--- src/rtl/sync_fifo_ctrl.sv ---
// Single-clock FIFO with occupancy count, almost-full/empty thresholds, sticky
// overflow/underflow, synchronous flush and registered or fall-through read port.
module sync_fifo_ctrl #(
  parameter int DATA_WIDTH = 8,
  parameter int PTR_WIDTH  = 3,
  parameter int AF_THRESH  = 6,
  parameter int AE_THRESH  = 2,
  parameter bit FWFT       = 1'b0
) (
  input  logic                  clk,
  input  logic                  rst_n,
  input  logic                  clr,
  input  logic                  w_en,
  input  logic [DATA_WIDTH-1:0] data_in,
  input  logic                  r_en,
  output logic [DATA_WIDTH-1:0] data_out,
  output logic                  rd_valid,
  output logic                  full,
  output logic                  empty,
  output logic                  almost_full,
  output logic                  almost_empty,
  output logic [PTR_WIDTH:0]    count,
  output logic                  overflow,
  output logic                  underflow
);
  localparam int DEPTH = 1 << PTR_WIDTH;
  localparam logic [PTR_WIDTH:0] AF_T = (PTR_WIDTH+1)'(AF_THRESH);
  localparam logic [PTR_WIDTH:0] AE_T = (PTR_WIDTH+1)'(AE_THRESH);

  if (AF_THRESH < 1 || AF_THRESH > DEPTH || AE_THRESH < 0 || AE_THRESH > DEPTH-1) begin : g_bad_thresh
    $fatal(1, "sync_fifo_ctrl: illegal AF_THRESH/AE_THRESH");
  end

  logic [DATA_WIDTH-1:0] mem [DEPTH];
  logic [PTR_WIDTH:0]    wptr, rptr, cnt_q;
  logic                  wr_ok, rd_ok;
  logic                  ovf_q, unf_q;

  // Extra wrap bit on each pointer distinguishes full from empty.
  assign full  = (wptr[PTR_WIDTH] != rptr[PTR_WIDTH]) &&
                 (wptr[PTR_WIDTH-1:0] == rptr[PTR_WIDTH-1:0]);
  assign empty = (wptr == rptr);
  assign rd_ok = r_en & ~empty;
  assign wr_ok = w_en & (~full | rd_ok);

  assign count        = cnt_q;
  assign almost_full  = (cnt_q >= AF_T);
  assign almost_empty = (cnt_q <= AE_T);
  assign overflow     = ovf_q;
  assign underflow    = unf_q;

  always_ff @(posedge clk or negedge rst_n) begin
    if (!rst_n) begin
      wptr  <= '0;
      rptr  <= '0;
      cnt_q <= '0;
      ovf_q <= 1'b0;
      unf_q <= 1'b0;
    end else if (clr) begin
      wptr  <= '0;
      rptr  <= '0;
      cnt_q <= '0;
      ovf_q <= 1'b0;
      unf_q <= 1'b0;
    end else begin
      if (wr_ok) wptr <= wptr + 1'b1;
      if (rd_ok) rptr <= rptr + 1'b1;
      case ({wr_ok, rd_ok})
        2'b10:   cnt_q <= cnt_q + 1'b1;
        2'b01:   cnt_q <= cnt_q - 1'b1;
        default: cnt_q <= cnt_q;
      endcase
      if (w_en && !wr_ok) ovf_q <= 1'b1;
      if (r_en && !rd_ok) unf_q <= 1'b1;
    end
  end

  // Storage is deliberately not reset.
  always_ff @(posedge clk) begin
    if (wr_ok && !clr) mem[wptr[PTR_WIDTH-1:0]] <= data_in;
  end

  if (FWFT == 1'b0) begin : g_reg_rd
    logic [DATA_WIDTH-1:0] dout_q;
    logic                  vld_q;
    always_ff @(posedge clk or negedge rst_n) begin
      if (!rst_n) begin
        dout_q <= '0;
        vld_q  <= 1'b0;
      end else if (clr) begin
        vld_q  <= 1'b0;
      end else if (rd_ok) begin
        dout_q <= mem[rptr[PTR_WIDTH-1:0]];
        vld_q  <= 1'b1;
      end else begin
        vld_q  <= 1'b0;
      end
    end
    assign data_out = dout_q;
    assign rd_valid = vld_q;
  end else begin : g_fwft_rd
    // Head word is presented directly; zero while empty so reset shows 0.
    assign data_out = empty ? '0 : mem[rptr[PTR_WIDTH-1:0]];
    assign rd_valid = ~empty;
  end
endmodule

--- config.mk ---
export PLATFORM = sky130hd
export DESIGN_NAME = sync_fifo_ctrl
export DESIGN_NICKNAME = d
export VERILOG_FILES = /design/src/rtl/sync_fifo_ctrl.sv
export SDC_FILE = /design/constraint.sdc
export NUM_CORES = 1
export LEC_CHECK = 0
export ABC_AREA = 1
export CORE_MARGIN = 2
export CORE_UTILIZATION = 60
export DETAILED_ROUTE_END_ITERATION = 10
export DONT_BUFFER_PORTS = 1
export MAX_ROUTING_LAYER = met4
export PLACE_DENSITY = 0.81
export SYNTH_ARGS = -nofsm -noshare
export SYNTH_HDL_FRONTEND = slang
export SYNTH_SLANG_ARGS = --single-unit
export TNS_END_PERCENT = 30
--- constraint.sdc ---
create_clock -name clk -period 2.9 [get_ports clk]
set_clock_uncertainty 0.1 [all_clocks]
set_input_delay 0.435 -clock clk [delete_from_list [all_inputs] [get_ports clk]]
set_output_delay 0.435 -clock clk [all_outputs]
set_load 0.01 [all_outputs]
After elaboration in Yosys (flattened, before gate mapping)

Memories as Yosys holds them, arrays and structs flattened. A register that Yosys moved wholly into a read port is not among the register bits.
Cells that the tools add are included.

Output and inout bits: 19
RAM bits: 64
Bits in registers: 15
Memories: 1

Eq/ne operators: 5
Add/sub/neg operators: 4
Reduce and logical (&&, ||, !) cells: 14
Order comparisons: 2
Bitwise operators: 6
Muxes and demuxes: 14

Memory list:

| name | depth | bits a word | read ports | clocked after Yosys merged registers in | wr ports | line | source |
|---|---|---|---|---|---|---|---|
| mem  | 8     | 8           | 1          | 1                                       | 1        | 34   | `logic [DATA_WIDTH-1:0] mem [DEPTH];` |

Operator list:

| cell                                                                  | number |
|---|---|
| 4-bit two-way mux                                                     | 5 |
| 4-bit by 1-bit adder with 4-bit output, second input constant         | 3 |
| 1-bit two-way mux                                                     | 8 |
| 4-bit one-hot mux with 2 select lines                                 | 1 |
| 2-bit nonzero test                                                    | 4 |
| 4-bit equality test                                                   | 1 |
| 4-bit by 3-bit >= comparator with 1-bit output, second input constant | 1 |
| 4-bit by 2-bit <= comparator with 1-bit output, second input constant | 1 |
| 1-bit logical AND                                                     | 4 |
| 1-bit zero test                                                       | 4 |
| 4-bit by 1-bit subtractor with 4-bit output, second input constant    | 1 |
| 3-bit equality test                                                   | 1 |
| 1-bit inverter                                                        | 3 |
| 3-bit nonzero test                                                    | 1 |
| 1-bit bitwise AND                                                     | 2 |
| 2-bit by 1-bit equality test with 1-bit output, second input constant | 1 |
| 2-bit equality test, second input constant                            | 1 |
| 2-bit AND reduction                                                   | 1 |
| 1-bit != test                                                         | 1 |
| 1-bit OR                                                              | 1 |

Logic depth before layout (Yosys ltp)

Depth after elaboration: 9
Depth in mapped cells: 19
Mapped depth without buffers: 18

Worst setup path after synthesis

No wires, ideal clock.

Kind: register -> register
Start point: register rptr[0]
End point: register cnt_q[3], in the netlist count[3]
Cell stages (with the launch flop): 19
Path buffers: 1
Setup slack: 0.679 ns
Data arrival time: 2.003 ns
Cells stage by stage: dfrtp_1 -> buf_4 -> nand2_1 -> nand2_1 -> nor2_4 -> nand2_4 -> nand3_2 -> inv_1 -> ha_1 -> a21oi_1 -> nand2_1 -> nand2_1 -> nand2_1 -> inv_1 -> nand2_1 -> nand2_1 -> nor2_1 -> nand2_1 -> nand2_1

Cells in the longest elaborated chain, start to end: 8
Elaborated cells between the ends (all ways): 13
Those cells by class: eq/ne (4); mux (2); bitwise (5); reduce/logical (2)

RTL lines:

| element                                                                                      | line   | source |
|---|---|---|
| start: declaration                                                                           | 35     | `logic [PTR_WIDTH:0] wptr, rptr, cnt_q;` |
| start signal: assignment                                                                     | 67     | `if (rd_ok) rptr <= rptr + 1'b1;` |
| 4-bit equality test / 3-bit equality test (equally long branches)                            | 42, 41 |  |
| 1-bit inverter / 1-bit logical AND (equally long branches)                                   | 43, 40 |  |
| 1-bit bitwise AND / 1-bit inverter (equally long branches)                                   | 43, 44 |  |
| 1-bit OR                                                                                     | 44     | `assign wr_ok = w_en & (~full \| rd_ok);` |
| 1-bit bitwise AND                                                                            | 44     |  |
| 2-bit by 1-bit equality test with 1-bit output / 2-bit equality test (equally long branches) | 68     | `case ({wr_ok, rd_ok})` |
| 4-bit one-hot mux with 2 select lines                                                        | 68     |  |
| 4-bit two-way mux                                                                            | 59     | `end else if (clr) begin` |
| end signal: assignment                                                                       | 69     | `2'b10: cnt_q <= cnt_q + 1'b1;` |
| end signal: assignment                                                                       | 70     | `2'b01: cnt_q <= cnt_q - 1'b1;` |
| end signal: assignment                                                                       | 71     | `default: cnt_q <= cnt_q;` |
| end: declaration                                                                             | 35     |  |

Several ways; a longest one is shown, not always the timed one.
A chain may end at the register's enable or synchronous reset.

Final worst setup path

Start point: register rptr[1]
End point: register cnt_q[3], in the netlist count[3]

Same word-level chain as after synthesis.

==> flow_results.org <==
** Yosys
- Async set-or-reset flop fraction in the synthesized netlist :: 0.264
- Cell taking the most area after synthesis :: sky130_fd_sc_hd__edfxtp_1
- Average cell area after synthesis :: 11.3 µm²
- Of the post-synthesis cell area, the dominant cell type holds 0.508.
- Synthesized area :: 3790 µm²
- Post-synth net total :: 352
- In this run, synthesis produced a sequential element count of 87.
- sky130_fd_sc_hd__edfxtp_1 is the most common cell in the netlist.
- Primary FF master, synth :: sky130_fd_sc_hd__edfxtp_1
- The share of the Yosys chip area taken by registers is 0.660.
- Synth unique cells :: 33
- Top cells by instance count after synthesis :: 64 x sky130_fd_sc_hd__edfxtp_1, 54 x sky130_fd_sc_hd__nand2_1, 46 x sky130_fd_sc_hd__nor2_1, 37 x sky130_fd_sc_hd__o21ai_0, 23 x sky130_fd_sc_hd__dfrtp_1
- By area the synthesized netlist is led by sky130_fd_sc_hd__edfxtp_1 51%, sky130_fd_sc_hd__dfrtp_1 15%, sky130_fd_sc_hd__nand2_1 5.4%.
- Yosys mapped a number of flops with a built-in enable equal to 64.
- The Yosys step of the flow raised 0 warnings.
- In the synthesized netlist, the number of instances is 334.

** Drt
- In the routed design, unresolved DRC markers number 0.
- The detail route stage leaves a number of antenna-violating nets equal to 0.
- Starting DRT DRC Count :: 293
- In the final routed layout, each cell accounts on average for 17.6 µm.
- Using the TritonRoute via totals, the vias-per-cell ratio works out to 5.91.
- The routed layout has 2542 vias.
- Summed over all layers, the routed wires come to 7580 µm.
- First-pass iteration count of the detailed router :: 5

** STA
- The total count of hold-check failures in the final report came to 0.
- For the pin with the worst max-slew slack, the measured transition is 1.03 ns.
- Setup repair after global routing left no endpoint under its margin.
- In the finished design, the share of the clock period the worst path needs comes to 0.883.
- In this run the tightest slew margin relative to its limit is 0.310.
- For this run, the top clock speed supported by timing is 391 MHz.
- Setup violations remaining at the end of the flow were counted as 0.
- Setup total negative slack on the finished layout was measured at 0 ns.
- The number of pins exceeding their max-slew limit in the final report is 0.
- The clock period could shrink to 2.56 ns.

** Clocking
- After clock tree synthesis, the clock-pin slew on the worst setup and hold paths is 0.08 ns.
- TritonCTS built the clock tree.
- Clock latency reported for the late side of the worst-skew pair :: 0.35 ns
- Level count of the clock H-tree :: 3
- The cell sitting at the root of the clock tree is a sky130_fd_sc_hd__clkbuf_8.
- No sink is reached through more buffers than the 2 on the longest clock path.
- TritonCTS created 9 clock buffers.
- The number of setup buffers added after CTS is 0.
- Clock tree synthesis found a total of 87 sinks.

** Setup path
- Launch point of the worst path :: rptr[1]
- Crit Path Max Fanout :: 12
- Measured in cells, the most critical reg-to-reg path has a length of 18.
- The signal on the critical path passes through inv_4 -> nand2_1 -> nand2_2 -> nor2_4 -> nand2_4 -> nand3_2 -> inv_1 -> ha_1 -> a21oi_1 -> nand2_1 -> nand2_1 -> nand2_1 -> inv_1 -> nand2_1 -> nand2_1 -> nor2_1 -> nand2_1 -> nand2_1.
- STA classifies the critical path startpoint as a flop.
- Crit path capture type :: flop
- Register-to-register path setup slack :: 0.34 ns
- Worst Path Arrival :: 2.71 ns
- Reg-to-reg critical path startpoint :: rptr[1]
- Among all stages on the critical path, the largest delay is contributed by sky130_fd_sc_hd__dfrtp_1.
- CP most frequent cell :: sky130_fd_sc_hd__nand2_1
- In this run the critical register-to-register path is captured at count[3].
- The largest single stage delay on the critical path is 0.60 ns.
- Data on the critical path is required at its endpoint by 3.05 ns.
- The critical path is of the flop to flop type.

** Global route
- The first global-routing pass estimated 12000 µm of wire.
- Largest net degree at the start of global routing :: 35
- Across every metal layer, demand over resource in global routing totals 0.233.
- Number of antenna violations at the first check in global routing :: 0
- Overall overflow remaining after global route :: 0
- The via count of the first global-routing pass was 2369.

** Layout
- # diodes :: 0
- After filler insertion, the fill cell instance count of the layout stands at 420.
- Area growth syn-to-layout :: 9.78%
- Layout cells sized above 1 :: 0.135
- Final net count :: 368
- At the end of the flow the core is filled with cells to 0.690.

** Power and ir drop
- Total power divided by cell area :: 693 nW/µm²
- Across the VDD grid, the largest voltage drop is 0.408 mV.
- In this run the static leakage power is 0.00159 µW.

** Place
- Placed wire-length estimate after detailed placement :: 5080 µm
- The count of buffers added on input and output ports is 0.
- Routability Congestion :: 0.857

** Die
- Floorplan die height :: 83.4 µm
- Placement row count :: 28
- Placeable core area :: 6030 µm²
- The initial utilization of the core area, before any placement, comes to 0.628.
- Die area :: 6960 µm²
- Number of top-level pins :: 32
- Horiz. Die Dim :: 83.4 µm

** Hold path
- Worst min-delay path category :: input pin to flop
- Counting instances, the worst hold path has a depth of 1.
- Hold path endpoint :: overflow
- The worst hold path begins at clr.

** Run status
- Result of the run :: finished clean

** Flow run
- The tool flagged a number of max-cap violations equal to 0.
-- final cells by class --
cell class | instances | area [µm²] | share of cell area
clock inverter | 5 | 82.6 | 0.0199
clock buffer | 11 | 131 | 0.0316
multi-input combinational | 213 | 1120 | 0.270
sequential | 87 | 2500 | 0.601
tap | 75 | 93.8 | 0.0226
timing repair buffer | 19 | 145 | 0.0349
inverter | 20 | 85.1 | 0.0205
-- power by group --
part	internal [µW]	switching (µW)
Clock	486	417
Combinational	161	271
Sequential	1430	117
-- logic make-up after synthesis --
group / after synthesis / synth area share
AND/OR/NAND/NOR: 135 / 0.167
flip-flops: 87 / 0.660
AO/OA/AOI/OAI: 71 / 0.106
buffers and inverters: 34 / 0.0443
adder cells (fa/ha/maj): 5 / 0.0185
XOR/XNOR: 2 / 0.00463
-- critical path: cells and delay by family, from the launching register on --
family | cells | cell delay (ns)
and+or+nand+nor | 13 | 1.00
buffers and inverters | 3 | 0.21
adders and majority gates | 1 | 0.33
AOI/OAI and AO/OA | 1 | 0.21
DFF | 1 | 0.60
-- sequential cells by signal (all words and copies together), names as in the netlist --
name / count
mem: 64
data_out: 8
count: 4
rptr: 4
wptr: 4
overflow: 1
rd_valid: 1
underflow: 1
-- cells in the final DEF (no fill, tap or decap), types with 3 or more instances in the layout --
cell type	netlist	routed
sky130_fd_sc_hd__edfxtp_1	64	64
sky130_fd_sc_hd__nand2_1	54	54
sky130_fd_sc_hd__nor2_1	46	46
sky130_fd_sc_hd__o21ai_0	37	37
sky130_fd_sc_hd__dfrtp_1	23	23
sky130_fd_sc_hd__buf_4	2	18
sky130_fd_sc_hd__o22ai_1	16	16
sky130_fd_sc_hd__inv_1	15	15
sky130_fd_sc_hd__nand3_1	15	15
sky130_fd_sc_hd__o21a_1	9	9
sky130_fd_sc_hd__clkbuf_8	0	9
sky130_fd_sc_hd__nor3_1	4	4
sky130_fd_sc_hd__o21ai_1	4	4
sky130_fd_sc_hd__nand4_1	4	4
sky130_fd_sc_hd__ha_1	4	4
sky130_fd_sc_hd__nand3_2	3	3
sky130_fd_sc_hd__a21oi_1	3	3
sky130_fd_sc_hd__clkinvlp_4	0	3
-- worst max path at each step --
stage,slack (ns),to,cells after the start
2_1_floorplan,0.68,count[3],18
4_1_cts,0.37,count[3],18
3_5_place_dp,0.40,count[3],18
3_3_place_gp,0.51,count[3],18
5_1_grt,0.06,count[3],18
6_report,0.34,count[3],18
-- layer usage --
metal | global-route usage | share of wire
met1 | 0.319 | 0.44
met3 | 0.0437 | 0.072
met5 | - | 0
met4 | 0.0836 | 0.013
met2 | 0.355 | 0.48
-- timing repair --
action / 4_1_cts / 5_1_grt
hold buffers: 1 / 0
hold endpoints to repair: 23 / 0
resized for setup: 0 / 0
-- through the flow --
step	instance area [µm²]	hold WS [ns]	total power, µW	setup WS, ns	cells
after detailed placement	3930	0.0398	2000	0.397	413
after global routing	4160	0.0290	3000	0.0643	430
after CTS	4160	0.0259	2880	0.368	430
final	4160	0.0352	2880	0.340	430
after floorplan	3790	0.0394	1890	0.679	334
after global placement	3930	0.0399	1980	0.514	413
Power figures use the tool's default switching activity.
